$ cat src/rtl/spi_ram_master.sv
// Host-side SPI master that turns valid/ready RAM requests into two-frame SPI command sequences.
// Optional address-skip cache enabled by defining SPI_RAM_MASTER_ADDR_SKIP_EN.
module spi_ram_master #(
    parameter int IDLE_GAP = 1,
    parameter int RD_GAP   = 2
) (
    input  logic       clk,
    input  logic       rst_n,
    input  logic       req_valid,
    output logic       req_ready,
    input  logic [1:0] req_op,
    input  logic [7:0] req_addr,
    input  logic [7:0] req_wdata,
    output logic       rsp_valid,
    output logic [7:0] rsp_rdata,
    output logic       rsp_err,
    output logic       SS_n,
    output logic       MOSI,
    input  logic       MISO
);

    typedef enum logic [2:0] {
        S_IDLE    = 3'd0,
        S_FRAME1  = 3'd1,
        S_GAP     = 3'd2,
        S_FRAME2  = 3'd3,
        S_RD_WAIT = 3'd4,
        S_RD_CAP  = 3'd5,
        S_RESP    = 3'd6
    } state_t;

    state_t      state_q, state_d;
    logic [3:0]  cnt_q, cnt_d;
    logic [1:0]  op_q;
    logic [7:0]  addr_q;
    logic [7:0]  wdata_q;
    logic [7:0]  shift_q;
    logic        ss_q, ss_d;
    logic        mosi_q, mosi_d;
    logic        ready_q, ready_d;
    logic        rsp_valid_q, rsp_valid_d;
    logic [7:0]  rsp_rdata_q;
    logic        rsp_err_q;

    logic        accept_s;
    logic        is_rd_s;
    logic        illegal_s;
    logic        hit_s;
    logic [10:0] f1_s;
    logic [10:0] f2_s;

    assign accept_s  = (state_q == S_IDLE) && req_valid && ready_q;
    assign is_rd_s   = (op_q == 2'b10);
    assign illegal_s = op_q[0];

    // Each frame is {selector, cmd[1:0], payload[7:0]}, shifted out MSB first.
    assign f1_s = {is_rd_s, is_rd_s, 1'b0, addr_q};
    assign f2_s = {is_rd_s, is_rd_s, 1'b1, (is_rd_s ? 8'h00 : wdata_q)};

`ifdef SPI_RAM_MASTER_ADDR_SKIP_EN
    logic       wr_v_q, wr_v_d;
    logic       rd_v_q, rd_v_d;
    logic [7:0] wr_a_q, wr_a_d;
    logic [7:0] rd_a_q, rd_a_d;

    assign hit_s = ((req_op == 2'b00) && wr_v_q && (wr_a_q == req_addr)) ||
                   ((req_op == 2'b10) && rd_v_q && (rd_a_q == req_addr));

    // Address cache next-state: filled when FRAME1 completes, dropped by an illegal op.
    always_comb begin
        wr_v_d = wr_v_q;
        rd_v_d = rd_v_q;
        wr_a_d = wr_a_q;
        rd_a_d = rd_a_q;
        if (state_q == S_FRAME1) begin
            if (illegal_s) begin
                wr_v_d = 1'b0;
                rd_v_d = 1'b0;
            end else if (cnt_q == 4'd10) begin
                if (is_rd_s) begin
                    rd_v_d = 1'b1;
                    rd_a_d = addr_q;
                end else begin
                    wr_v_d = 1'b1;
                    wr_a_d = addr_q;
                end
            end else begin
                wr_v_d = wr_v_q;
            end
        end else begin
            wr_v_d = wr_v_q;
        end
    end

    // Address cache registers.
    always_ff @(posedge clk or negedge rst_n) begin
        if (!rst_n) begin
            wr_v_q <= 1'b0;
            rd_v_q <= 1'b0;
            wr_a_q <= 8'h00;
            rd_a_q <= 8'h00;
        end else begin
            wr_v_q <= wr_v_d;
            rd_v_q <= rd_v_d;
            wr_a_q <= wr_a_d;
            rd_a_q <= rd_a_d;
        end
    end
`else
    assign hit_s = 1'b0;
`endif

    // Next-state and registered-output decode; outputs appear one edge after the state that drives them.
    always_comb begin
        state_d     = state_q;
        cnt_d       = cnt_q;
        ss_d        = 1'b1;
        mosi_d      = 1'b0;
        rsp_valid_d = 1'b0;
        case (state_q)
            S_IDLE: begin
                if (accept_s) begin
                    cnt_d   = 4'd0;
                    state_d = (hit_s && !req_op[0]) ? S_FRAME2 : S_FRAME1;
                end else begin
                    state_d = S_IDLE;
                end
            end
            S_FRAME1: begin
                if (illegal_s) begin
                    state_d = S_RESP;
                end else begin
                    ss_d   = 1'b0;
                    mosi_d = f1_s[4'd10 - cnt_q];
                    if (cnt_q == 4'd10) begin
                        cnt_d   = 4'd0;
                        state_d = S_GAP;
                    end else begin
                        cnt_d = cnt_q + 4'd1;
                    end
                end
            end
            S_GAP: begin
                if (cnt_q == 4'(IDLE_GAP - 1)) begin
                    cnt_d   = 4'd0;
                    state_d = S_FRAME2;
                end else begin
                    cnt_d = cnt_q + 4'd1;
                end
            end
            S_FRAME2: begin
                ss_d   = 1'b0;
                mosi_d = f2_s[4'd10 - cnt_q];
                if (cnt_q == 4'd10) begin
                    cnt_d   = 4'd0;
                    state_d = is_rd_s ? S_RD_WAIT : S_RESP;
                end else begin
                    cnt_d = cnt_q + 4'd1;
                end
            end
            S_RD_WAIT: begin
                ss_d = 1'b0;
                if (cnt_q == 4'(RD_GAP - 1)) begin
                    cnt_d   = 4'd0;
                    state_d = S_RD_CAP;
                end else begin
                    cnt_d = cnt_q + 4'd1;
                end
            end
            S_RD_CAP: begin
                ss_d = 1'b0;
                if (cnt_q == 4'd7) begin
                    cnt_d   = 4'd0;
                    state_d = S_RESP;
                end else begin
                    cnt_d = cnt_q + 4'd1;
                end
            end
            S_RESP: begin
                rsp_valid_d = 1'b1;
                state_d     = S_IDLE;
            end
            default: begin
                state_d = S_IDLE;
                cnt_d   = 4'd0;
            end
        endcase
        // Ready only while settled in IDLE, so it rises the cycle after the response pulse.
        ready_d = (state_q == S_IDLE) && (state_d == S_IDLE);
    end

    // State, counter and serial/handshake output registers.
    always_ff @(posedge clk or negedge rst_n) begin
        if (!rst_n) begin
            state_q     <= S_IDLE;
            cnt_q       <= 4'd0;
            ss_q        <= 1'b1;
            mosi_q      <= 1'b0;
            ready_q     <= 1'b0;
            rsp_valid_q <= 1'b0;
        end else begin
            state_q     <= state_d;
            cnt_q       <= cnt_d;
            ss_q        <= ss_d;
            mosi_q      <= mosi_d;
            ready_q     <= ready_d;
            rsp_valid_q <= rsp_valid_d;
        end
    end

    // Request latch, MISO capture shift register and held response fields.
    always_ff @(posedge clk or negedge rst_n) begin
        if (!rst_n) begin
            op_q        <= 2'b00;
            addr_q      <= 8'h00;
            wdata_q     <= 8'h00;
            shift_q     <= 8'h00;
            rsp_rdata_q <= 8'h00;
            rsp_err_q   <= 1'b0;
        end else begin
            if (accept_s) begin
                op_q    <= req_op;
                addr_q  <= req_addr;
                wdata_q <= req_wdata;
            end
            if (state_q == S_RD_CAP) begin
                shift_q <= {shift_q[6:0], MISO};
            end
            if (state_q == S_RESP) begin
                rsp_err_q   <= illegal_s;
                rsp_rdata_q <= is_rd_s ? shift_q : 8'h00;
            end
        end
    end

    assign req_ready = ready_q;
    assign rsp_valid = rsp_valid_q;
    assign rsp_rdata = rsp_rdata_q;
    assign rsp_err   = rsp_err_q;
    assign SS_n      = ss_q;
    assign MOSI      = mosi_q;

endmodule

$ cat config.mk
export PLATFORM = sky130hd
export DESIGN_NAME = spi_ram_master
export DESIGN_NICKNAME = d
export VERILOG_FILES = /design/src/rtl/spi_ram_master.sv
export SDC_FILE = /design/constraint.sdc
export NUM_CORES = 1
export LEC_CHECK = 0
export CAP_MARGIN = 20
export CORE_MARGIN = 2
export CORE_UTILIZATION = 50
export DETAILED_ROUTE_END_ITERATION = 10
export GPL_ROUTABILITY_DRIVEN = 0
export PLACE_DENSITY_LB_ADDON = 0.12
export SLEW_MARGIN = 40
export SYNTH_ARGS = -nofsm -noshare
export SYNTH_HDL_FRONTEND = slang
export SYNTH_SLANG_ARGS = --single-unit
$ cat constraint.sdc
create_clock -name clk -period 3.5 [get_ports clk]
set_input_delay 0.7 -clock clk [delete_from_list [all_inputs] [get_ports clk]]
set_output_delay 0.7 -clock clk [all_outputs]
set_load 0.02 [all_outputs]
## Word level (Yosys, flattened, before mapping)

Cells that the tools add are included.

| cells by class | value |
|---|---|
| add/subtract/negate cells | 2 |
| magnitude comparators | 1 |
| eq/ne operators | 12 |
| multiplexer cells | 27 |
| bitwise gates (word level) | 1 |
| reduce and logical (&&, ||, !) cells | 8 |

Operators by type and width:

| operator | number |
|---|---|
| one-hot mux 4 bit (7 select lines) | 1 |
| two-way mux 4 bit | 6 |
| two-way mux 3 bit | 6 |
| one-hot mux 3 bit (6 select lines) | 1 |
| two-way mux 8 bit | 2 |
| equality test 3 bit (second input constant) | 3 |
| binary-select mux 1 bit (select 4 bit) | 2 |
| equality test 3 x 2 -> 1 bit (second input constant) | 2 |
| logical NOT 3 bit | 2 |
| two-way mux 1 bit | 6 |
| less-than comparator 4 x 5 -> 1 bit (second input constant) | 1 |
| adder 4 x 1 -> 4 bit (second input constant) | 1 |
| equality test 4 x 1 -> 1 bit (second input constant) | 1 |
| equality test 4 x 3 -> 1 bit (second input constant) | 1 |
| equality test 4 bit (second input constant) | 1 |
| logical NOT 4 bit | 1 |
| inequality test 2 bit (second input constant) | 2 |
| one-hot mux 1 bit (2 select lines) | 2 |
| subtractor 4 bit (first input constant) | 1 |
| equality test 3 x 1 -> 1 bit (second input constant) | 1 |
| logical AND 1 bit | 3 |
| AND reduction 3 bit | 1 |
| OR reduction 3 bit | 1 |
| equality test 2 bit (second input constant) | 1 |
| 2 further kinds | 2 |

| word-level totals | value |
|---|---|
| register bits | 46 |
| input port bits | 22 |
| output and inout port bits | 13 |
| logic and storage cells | 63 |

## Logic depth before layout (Yosys ltp)

| logic depth | value |
|---|---|
| word-level depth | 7 |
| gate-level depth with buffers | 8 |
| mapped depth without buffers | 7 |

## Worst setup path after synthesis

No wires, ideal clock.

| timing path | value |
|---|---|
| path type | flip-flop to flip-flop |
| from | register cnt_q[0] |
| to | register mosi_q, in the netlist MOSI |
| setup time | 0.135 ns |
| data arrival time | 1.739 ns |
| required time | 3.365 ns |
| path slack | 1.626 ns |
| stages on the path, launching flop included | 8 |
| buffers on the path | 1 |
| period minus slack after synthesis | 1.874 ns |
| cell sequence | dfrtp_1 buf_2 inv_1 ha_1 mux4_2 mux2_2 nand4_1 o211ai_1 |

| between the ends | value |
|---|---|
| word-level cells in the longest chain between the ends | 5 |
| elaborated cells on any way between the ends | 7 |
| classes of those cells | 1 x add/sub; 6 x mux |

RTL lines:

| element | line | source |
|---|---|---|
| from (decl) | 33 | `logic [3:0] cnt_q, cnt_d;` |
| from (signal assigned) | 203 | `cnt_q <= cnt_d;` |
| subtractor 4 bit (*) | 134, 153 |  |
| binary-select mux 1 bit (select 4 bit) | 134 | `mosi_d = f1_s[4'd10 - cnt_q];` |
| two-way mux 1 bit (not written as such) | 134 |  |
| two-way mux 1 bit | 130 | `if (illegal_s) begin` |
| one-hot mux 1 bit (2 select lines) (*) | 120 | `case (state_q)` |
| named net mosi_d | 39 | `logic mosi_q, mosi_d;` |
| to (signal assigned) | 205 | `mosi_q <= mosi_d;` |
| to (decl) | 39 |  |

The timed path passes the listed nets; every way through them passes the cells marked *. The select of a mux whose other input is x is not followed.
A chain may end at the register's enable or synchronous reset.

## Worst setup path after layout

Same ends and word-level chain as after synthesis.

==> run_results.csv <==
group,metric,value,unit
floorplan,core.rowCount,24,
yosys,netlist_instances,194,
cells_and_area,nets,253,
cts,post_cts_buffers,0,
grt,antenna_found_initial,0,
power_and_ir_drop,power_frac_clock,15.0,%
timing,fin_crit_sh,61.9,%
worst_setup_path,path_class,"flop to flop",
power_and_ir_drop,p_switching,0.000747,W
cells_and_area,area_growth,18.4,%
floorplan,ios,35,
cells_and_area,seqCellArea,1150,µm²
yosys,ys_seq_area_share,49.9,%
floorplan,start_util,52.4,%
worst_setup_path,worstPathRequired,3.68,ns
yosys,synth_top_family_by_area,"multiplexers",
place,hpwl,3300,µm
worst_hold_path,hp-class,"input port to asynchronous set/reset pin",
yosys,synth-edff-count,0,
timing,slew_headroom,54.7,%
yosys,synthAdderAreaFrac,2.17,%
worst_setup_path,cp.arrival,2.35,ns
timing,clock_skew,0.00973,ns
route,vias_per_cell,5.76,
cts,clock-root-buffer,"clkbuf_8",
worst_setup_path,cp_max_fo,13,
route,drc,0,
yosys,ys_warn_count,0,
power_and_ir_drop,power_frac_seq,44.1,%
timing,drv_slew,0,
cts,cts.sinks,46,
route,dr.pass1.iters,4,
worst_setup_path,slowest_delay,0.57,ns
yosys,synth.cell_area,2310,µm²
job,drv_cap,0,
grt,grt_pass1_vias,1665,
yosys,synth_flop_cell,"dfrtp_1",
timing,tightestPinTransition,0.678,ns
timing,period_needed,2.17,ns
timing,tns,0,ns
power_and_ir_drop,combPwrFrac,41.0,%
grt,grt_overflow,0,
cts,ctsHoldBuffers,0,
worst_setup_path,crit_path_start_kind,"flop",
route,first_iter_violations,154,
cts,clkSlewWorstSetupHoldPaths,0.09,ns
grt,grt_max_degree,47,
route,drt-total-wl,4640,µm
timing,setup_viol,0,
cts,cts_made_buffers,5,
power_and_ir_drop,powerDensity,755,nW/µm²
floorplan,dieHeight,72.0,µm
floorplan,die_area,5180,µm²
timing,grt_setup_unrepaired,"no",
power_and_ir_drop,peakVddDrop,0.371,mV
yosys,synth_most_common_cell,"dfrtp_1",
route,ant_nets,0,
yosys,syn_avg_cell_area,11.9,µm²
cts,ctsLongestPathBuffers,2,
worst_setup_path,path_delay_family,"multiplexers",
place,port_buffers,34,
worst_setup_path,endpoint_kind,"flop",
yosys,synth_nets,220,
grt,grt_usage,20.3,%
yosys,synthArstFlopShare,100,%
yosys,synth_area_leaders,"dfrtp_1 (49%), mux2_2 (9.7%), mux2_4 (5.8%)",
cells_and_area,fillers,349,
cts,cts_tree,"yes",
worst_setup_path,crit_slowest_cell,"dfrtp_1",
floorplan,die_w,72.0,µm
timing,max_freq,461,MHz
floorplan,coreArea,4410,µm²
yosys,ys_seq_elements,46,
route,num_vias,1607,
worst_setup_path,crit_chain,"ha_1, xnor2_1, mux4_2, mux2_2, nand3_1, o211ai_1",
power_and_ir_drop,intPower,0.00132,W
cts,h-tree-depth,2,
yosys,synth_top_cell_by_area,"dfrtp_1",
cts,ctsResizeCount,0,
yosys,ys_top_cells_by_count,"dfrtp_1 (45), nand2_1 (23), mux2_2 (20)",
timing,hold_viol_final,0,
grt,grt_pass1_wl,8160,µm
power_and_ir_drop,p_sw_share,36.2,%
yosys,synth.distinct_cells,45,
run_status,status,"finished, final reports clean",
cells_and_area,multiInputGateArea,1070,µm²
power_and_ir_drop,p_leak,1.17,nW
yosys,synth.area.mux_share,19.9,%
cells_and_area,diodes,0,
cells_and_area,utilization,62.0,%
place,pre_cts_ws,1.20,ns
timing,setup_slack,1.33,ns
timing,hold_ws,0.383,ns
cts,clk_latency,0.30,ns
route,wl_per_cell,16.6,µm
cells_and_area,drive_gt1_share,21.6,%
worst_setup_path,crit_buf_inv,0,
yosys,synth-xor-area-share,0.758,%
worst_setup_path,r2r_slack,1.33,ns
yosys,yosys.area_share.simple,12.5,%
yosys,synth_top_area_share,48.7,%
yosys,synth-compound-area-share,10.9,%
==> state kept, by name, summed over array words and instances (netlist names) <==
register	flops
shift_q	8
SS_n	1
op_q	2
cnt_q	4
rsp_rdata	8
MOSI	1
rsp_err	1
state_q	3
wdata_q	8
rsp_valid	1
req_ready	1
addr_q	8
==> worst register-to-register path, cell delays in order, from the launching register on <==
cell and delay [ns]:
dfrtp_1 0.57, ha_1 0.35, xnor2_1 0.34, mux4_2 0.37
mux2_2 0.27, nand3_1 0.08, o211ai_1 0.08
==> final timing paths <==
| kind | from | to | cells past startpoint |
|---|---|---|---|
| setup reg to reg | cnt_q[0]$_DFFE_PN0P_ | MOSI$_DFF_PN0_ | 6 |
| min in group clk | rsp_rdata[7]$_DFFE_PN0P_ | rsp_rdata[7]$_DFFE_PN0P_ | 2 |
| max in group asynchronous | rst_n | wdata_q[5]$_DFFE_PN0P_ | 1 |
| hold reg to reg | rsp_rdata[7]$_DFFE_PN0P_ | rsp_rdata[7]$_DFFE_PN0P_ | 2 |
| setup / recovery | cnt_q[0]$_DFFE_PN0P_ | MOSI$_DFF_PN0_ | 6 |
| hold / removal | rst_n | addr_q[7]$_DFFE_PN0P_ | 1 |
==> per-stage QoR <==
stage / cells / instance area, µm² / total power [W]
after detailed placement: 272 / 2660 / 0.00176
after CTS: 279 / 2740 / 0.00208
after floorplan: 194 / 2310 / 0.00154
after global placement: 272 / 2650 / 0.00172
after global routing: 279 / 2740 / 0.00221
final: 279 / 2740 / 0.00206
==> area by class of cell <==
type | instances | area share [%]
clock buffer | 5 | 2.52
clock inverter | 2 | 0.366
inverter | 7 | 0.961
multi-input combinational | 132 | 39.0
sequential | 46 | 42.1
tap | 52 | 2.38
timing repair buffer | 35 | 12.6
==> power by group through the flow <==
stage               combinational, W  sequential (W)  clock (W)
global route                0.000931        0.000941   0.000340
global placement            0.000814        0.000901          0
floorplan                   0.000695        0.000846          0
CTS                         0.000849        0.000908   0.000318
detailed placement          0.000845        0.000917          0
finish                      0.000845        0.000910   0.000309
==> cell families (layout without fill, tap and decap cells) <==
family,after synthesis,after routing
xor+xnor,2,2
flops,46,46
fa+ha+maj,4,4
simple gates,54,54
compound gates,38,38
mux,34,34
buf+inv,16,49
==> per-layer routing <==
layer  share of wire (%)  GRT usage (%)
met5                   0              0
met4                 1.8           7.34
met3                 4.9           4.58
met2                  47           32.2
met1                  46           27.6
==> cells in the final DEF (no fill, tap or decap), types with 3 or more instances in the layout <==
cell	n
nand2_1	23
clkbuf_8	5
inv_1	6
nand3_1	4
dfrtp_1	45
nand2b_1	5
o22ai_1	3
o21ai_0	13
a21oi_1	7
mux2_2	20
clkdlybuf4s50_1	33
ha_1	4
mux2_4	9
mux4_2	4
nor2_1	8
No activity file was read; power rests on OpenSTA's default activity.
